**src/rtl/hex_scan_pkg.sv**
```systemverilog
// Shared constants, types and helpers for the scanned seven-segment controller.
package hex_scan_pkg;

  typedef enum logic [1:0] {
    MODE_HEX   = 2'b00,
    MODE_BCD   = 2'b01,
    MODE_COUNT = 2'b10,
    MODE_BLINK = 2'b11
  } mode_e;

  typedef enum logic {
    PHASE_ON  = 1'b0,
    PHASE_OFF = 1'b1
  } phase_e;

  // Active-low {g,f,e,d,c,b,a}
  localparam logic [6:0] SEG_OFF  = 7'h7F;
  localparam logic [6:0] SEG_DASH = 7'h3F;

  // Counter width for a 0..n-1 prescaler; never narrower than one bit.
  function automatic int unsigned cnt_width(input int unsigned n);
    int unsigned w;
    w = 1;
    if (n > 1) w = $clog2(n);
    return w;
  endfunction

endpackage

```
**src/rtl/seg7_decode.sv**
```systemverilog
// Nibble to active-low seven-segment glyph; BCD mode dashes out 10..15.
module seg7_decode
  import hex_scan_pkg::*;
(
  input  logic [3:0] nibble_i,
  input  logic       bcd_i,
  output logic [6:0] seg_o
);

  // Glyph lookup with BCD out-of-range override
  always_comb begin
    seg_o = SEG_OFF;
    if (bcd_i && (nibble_i > 4'd9)) begin
      seg_o = SEG_DASH;
    end else begin
      case (nibble_i)
        4'h0: seg_o = 7'h40;
        4'h1: seg_o = 7'h79;
        4'h2: seg_o = 7'h24;
        4'h3: seg_o = 7'h30;
        4'h4: seg_o = 7'h19;
        4'h5: seg_o = 7'h12;
        4'h6: seg_o = 7'h02;
        4'h7: seg_o = 7'h78;
        4'h8: seg_o = 7'h00;
        4'h9: seg_o = 7'h10;
        4'hA: seg_o = 7'h08;
        4'hB: seg_o = 7'h03;
        4'hC: seg_o = 7'h46;
        4'hD: seg_o = 7'h21;
        4'hE: seg_o = 7'h06;
        4'hF: seg_o = 7'h0E;
      endcase
    end
  end

endmodule

```
**src/rtl/hex_scan_display.sv**
```systemverilog
// Time-multiplexed multi-digit seven-segment controller with hex, BCD,
// up-counter and blinking-hex modes. Outputs are registered.
module hex_scan_display
  import hex_scan_pkg::*;
#(
  parameter int unsigned NUM_DIGITS = 4,
  parameter int unsigned SCAN_DIV   = 50000,
  parameter int unsigned CNT_DIV    = 5000000,
  parameter int unsigned BLINK_DIV  = 25000000
) (
  input  logic                    clk,
  input  logic                    rst,
  input  logic [1:0]              mode,
  input  logic [4*NUM_DIGITS-1:0] data,
  input  logic                    load,
  output logic [6:0]              hex,
  output logic [NUM_DIGITS-1:0]   an
);

  localparam int unsigned IW = cnt_width(NUM_DIGITS);
  localparam int unsigned SW = cnt_width(SCAN_DIV);
  localparam int unsigned CW = cnt_width(CNT_DIV);
  localparam int unsigned BW = cnt_width(BLINK_DIV);
  localparam int unsigned VW = 4 * NUM_DIGITS;

  mode_e            mode_cur, mode_q;
  logic [SW-1:0]    scan_q, scan_d;
  logic [IW-1:0]    idx_q, idx_d;
  logic [CW-1:0]    cpre_q, cpre_d;
  logic [BW-1:0]    bpre_q, bpre_d, bpre_eff;
  phase_e           phase_q, phase_d, phase_eff;
  logic [VW-1:0]    shadow_q, shadow_d;
  logic [VW-1:0]    cnt_q, cnt_d;
  logic [6:0]       hex_q, hex_d;
  logic [NUM_DIGITS-1:0] an_q, an_d, an_sel;
  logic [VW-1:0]    src;
  logic [3:0]       nib;
  logic [6:0]       glyph;
  logic             scan_tc, cnt_tc, blink_tc, blink_entry, blank;

  assign mode_cur = mode_e'(mode);

  // Prescalers, scan index, shadow/counter and blink phase next-state
  always_comb begin
    scan_tc = (scan_q == SW'(SCAN_DIV - 1));
    scan_d  = scan_tc ? '0 : scan_q + 1'b1;
    idx_d   = idx_q;
    if (scan_tc) idx_d = (idx_q == IW'(NUM_DIGITS - 1)) ? '0 : idx_q + 1'b1;

    cnt_tc = (cpre_q == CW'(CNT_DIV - 1));
    cpre_d = cnt_tc ? '0 : cpre_q + 1'b1;
    cnt_d  = cnt_q;
    if (load) cnt_d = data;
    else if (cnt_tc && (mode_cur == MODE_COUNT)) cnt_d = cnt_q + 1'b1;

    shadow_d = load ? data : shadow_q;

    // The entry cycle behaves as count 0 of an on phase, so the first
    // on-half after switching to blink is a full BLINK_DIV cycles long.
    blink_entry = (mode_cur == MODE_BLINK) && (mode_q != MODE_BLINK);
    bpre_eff    = blink_entry ? '0 : bpre_q;
    phase_eff   = blink_entry ? PHASE_ON : phase_q;
    blink_tc    = (bpre_eff == BW'(BLINK_DIV - 1));
    bpre_d      = blink_tc ? '0 : bpre_eff + 1'b1;
    phase_d     = phase_eff;
    if (blink_tc) phase_d = (phase_eff == PHASE_ON) ? PHASE_OFF : PHASE_ON;
  end

  // Select the scanned nibble and its anode
  always_comb begin
    src    = (mode_cur == MODE_COUNT) ? cnt_q : shadow_q;
    nib    = src[3:0];
    an_sel = '1;
    for (int unsigned i = 0; i < NUM_DIGITS; i++) begin
      if (idx_q == IW'(i)) begin
        nib       = src[4*i +: 4];
        an_sel[i] = 1'b0;
      end
    end
  end

  seg7_decode u_dec (
    .nibble_i (nib),
    .bcd_i    (mode_cur == MODE_BCD),
    .seg_o    (glyph)
  );

  // Output next-state with blink blanking
  always_comb begin
    blank = (mode_cur == MODE_BLINK) && (phase_eff == PHASE_OFF);
    hex_d = blank ? SEG_OFF : glyph;
    an_d  = blank ? '1 : an_sel;
  end

  // State and output registers with synchronous reset
  always_ff @(posedge clk) begin
    if (rst) begin
      scan_q   <= '0;
      idx_q    <= '0;
      cpre_q   <= '0;
      bpre_q   <= '0;
      phase_q  <= PHASE_ON;
      mode_q   <= MODE_HEX;
      shadow_q <= '0;
      cnt_q    <= '0;
      hex_q    <= SEG_OFF;
      an_q     <= '1;
    end else begin
      scan_q   <= scan_d;
      idx_q    <= idx_d;
      cpre_q   <= cpre_d;
      bpre_q   <= bpre_d;
      phase_q  <= phase_d;
      mode_q   <= mode_cur;
      shadow_q <= shadow_d;
      cnt_q    <= cnt_d;
      hex_q    <= hex_d;
      an_q     <= an_d;
    end
  end

  assign hex = hex_q;
  assign an  = an_q;

endmodule

```
**config.mk**
```make
export PLATFORM = sky130hd
export DESIGN_NAME = hex_scan_display
export DESIGN_NICKNAME = d
export VERILOG_FILES = /design/src/rtl/hex_scan_pkg.sv /design/src/rtl/seg7_decode.sv /design/src/rtl/hex_scan_display.sv
export SDC_FILE = /design/constraint.sdc
export NUM_CORES = 1
export LEC_CHECK = 0
export BUFFER_PORTS_ARGS = -buffer_cell sky130_fd_sc_hd__buf_4
export CORE_MARGIN = 1.5
export CORE_UTILIZATION = 48
export CTS_CLUSTER_DIAMETER = 80
export DETAILED_ROUTE_END_ITERATION = 10
export GPL_ROUTABILITY_DRIVEN = 0
export PLACE_DENSITY = 0.62
export SYNTH_ARGS = -nofsm -noshare
export SYNTH_HDL_FRONTEND = slang
export SYNTH_SLANG_ARGS = --single-unit
```
**constraint.sdc**
```tcl
create_clock -name clk -period 4.4 [get_ports clk]
set_input_delay 0.66 -clock clk [delete_from_list [all_inputs] [get_ports clk]]
set_output_delay 0.66 -clock clk [all_outputs]
set_load 0.01 [all_outputs]
```
==> impl_results.md <==
* Crit Path Class: register to register
* Crit. End Element: register
* Slowest cell delay on critical path at 0.55 ns
* Minimum clock period at 3.15 ns
* DRC viols at 0
* Number of antenna violations at the first check in global routing at 0
* Transition at the pin with the smallest max-transition slack at 0.791 ns
* Global-route wire length before repair at 18300 µm
* Number of max-capacitance violations reported at 0
* Total gr overflow at 0
* Combined buffer and inverter count along the critical path at 1
* Register bit total from synthesis at 112
* Number of setup violations in the final report at 0
* Total power divided by cell area at 311 nW/µm²
* Maximum buffer depth of the clock tree at 2
* Number of port buffers at 31
* Placed wire-length estimate at 7390 µm
* Number of hold buffers added after cts at 0
* Die outline area at 11900 µm²
* Final Instance Count excl. Fillers at 764
* Vias at 4068
* Combined global-route utilization of all metal layers at 0.194
* Final routed wirelength across all metal layers at 10500 µm
* Total count of max-transition violations in the final report at 0
* Slew HR at 0.468
* Area after detailed placement at 5710 µm²
* Static leakage at 0.00229 µW
* Total clock sinks at 112
* Pin count of the biggest net entering global routing at 44
* Top cell by count, worst path: ha_1
* DR iter-0 viols at 205
* Arr. time, crit path at 3.38 ns
* Total non-filler cell area in the finished layout at 5880 µm²
* Setup TNS at 0 ns
* Commonest cells in the synthesized netlist: dfxtp_1 (112), nor2_1 (102), nand2_1 (44), xor2_1 (41), mux2i_1 (32)
* CTS root buffer: clkbuf_8
* Cell with the most instances after synthesis: dfxtp_1
* Vertical die dimension at 109 µm
* Count of standard-cell rows at 38
* Final hold violations at 0
* Number of optimization iterations in the first detailed-route pass at 5
* Fmax at 317 MHz
* RSZ-0062 raised after global routing: no
* EDFF count, synth at 0
* TritonCTS Buffers at 9
* Cell Chain, Critical Path: ha_1, mux4_2, nor2_1, o22ai_1, inv_1, ha_1, o211ai_1, a21boi_0, o221ai_1
* Share of the yosys chip area belonging to registers at 0.416
* Area fraction of the dominant cell type after synthesis at 0.416
* Multi-input gate area in the final layout at 2960 µm²
* Clock skew after layout at 0.00695 ns
* Post-Synthesis Cell Area at 5390 µm²
* Syn_area_per_cell at 8.98 µm²
* Reg area at 2240 µm²
* Yosys warning total at 0
* Ports at 32
* Via/cell ratio at 5.32
* Worst min path class: register to register
* Die width at 109 µm
* Master of the slowest instance on the critical path: mux4_2
* Number of nets in the layout at 656
* Filler Cell Count at 1006
* Core Footprint at 10900 µm²
* Top cells by area in the synthesized netlist: dfxtp_1 (42%), nor2_1 (7.1%), xor2_1 (6.7%)
* H-tree lvl count at 3
* Register clock-pin slew on the reported worst setup and hold paths at 0.10 ns
* Share of async-settable or async-resettable flops after synthesis at 0
* Main synth FF type: dfxtp_1
* Synth area leader: dfxtp_1
* Top fanout value on the critical path at 6
* TritonCTS clock tree: done
* Synth Net Count at 635
* Share of the clock period used by the worst path at 0.717
* Count of placed standard cells including taps at 750
* Critical Path RT at 4.62 ns
* Distinct cell type count of the synthesized netlist at 53
* Antenna Diode Count at 0
* Remaining antenna violation count at 0
* IR drop worst, VDD at 181 µV
* DR WL/cell at 13.7 µm
* Proportion of layout cells with a drive suffix above 1 at 0.107
* Area growth, synth to finish at 9.22%
* Number of instances resized during post-cts repair at 0
* Starting Density at 0.495
* Post-Synthesis Cells at 600
* Via count of the first global-routing pass at 3958
* Result of the run: complete, no violations
* Post-CTS setup-driven buffer insertion count at 0
* Nature of the critical path startpoint: register
* Clock insertion delay at the later pin of the skew report at 0.38 ns
* Kind of cell adding the most delay to the critical path: compound AO/OA/AOI/OAI gates
-- path summary, 6_finish.rpt --
kind / start / endpoint / slack (ns) / cells after the start
worst max register to register: idx_q[0] / hex[4] / 1.25 / 9
worst max-delay path: idx_q[0] / hex[4] / 1.25 / 9
worst min register to register: scan_q[0] / scan_q[0] / 0.45 / 1
worst min-delay path: scan_q[0] / scan_q[0] / 0.45 / 1
-- flip-flops by register name, indices dropped and copies added, names as in the netlist --
name,count
hex,7
cpre_q,23
phase_q,1
cnt_q,16
mode_q,2
bpre_q,25
scan_q,16
idx_q,2
an,4
shadow_q,16
-- per-stage QoR --
step	setup WS (ns)	total power, µW	hold WS, ns	utilization
detailed placement	1.09	1260	0.438	0.524
global placement	1.18	1260	0.424	0.524
global route	0.974	1910	0.490	0.540
floorplan	1.47	1200	0.413	-
finish	1.25	1830	0.446	0.540
CTS	1.26	1850	0.452	0.540
-- power by group --
group          total, µW  switching [µW]  internal [µW]
Clock                592             336            256
Combinational        163            87.1           75.5
Sequential          1070            25.7           1050
Total               1830             449           1380
-- per-layer routing --
metal	global-route usage	routed length [µm]
met4	0.0724	140
met2	0.315	4810
met1	0.256	5230
met3	0.0353	311
met5	0	0
-- logic make-up (layout without fill, tap and decap cells) --
group,after synthesis,in the layout,share of synthesized area
compound gates,45,45,0.0574
xor+xnor,71,71,0.115
fa+ha+maj,14,14,0.0325
buf+inv,45,69,0.0348
flops,112,112,0.416
mux,39,39,0.0846
simple gates,274,274,0.259
-- cell usage in the layout (no fill, tap or decap), drive strengths merged, types with 2 or more instances in the layout --
master	instances
a21o	2
a21oi	13
and2	6
and3	13
and4	8
buf	34
clkbuf	10
clkinv	2
dfxtp	112
ha	14
inv	21
mux2	2
mux2i	32
mux4	5
nand2	44
nand2b	5
nand3	31
nand4	18
nor2	102
nor2b	6
nor3	8
nor3b	3
nor4	14
nor4bb	2
o211ai	3
o21a	6
o21ai	5
o221ai	5
or2	3
or3	6
xnor2	30
xor2	41
-- cell type report --
type                            instances  area share
Multi-Input combinational cell        443       0.503
Clock inverter                          4     0.00808
Clock buffer                           10      0.0217
Inverter                               21      0.0134
Sequential cell                       112       0.381
Timing Repair Buffer                   34      0.0434
Tap cell                              140      0.0298
No activity file was read; power rests on OpenSTA's default activity.
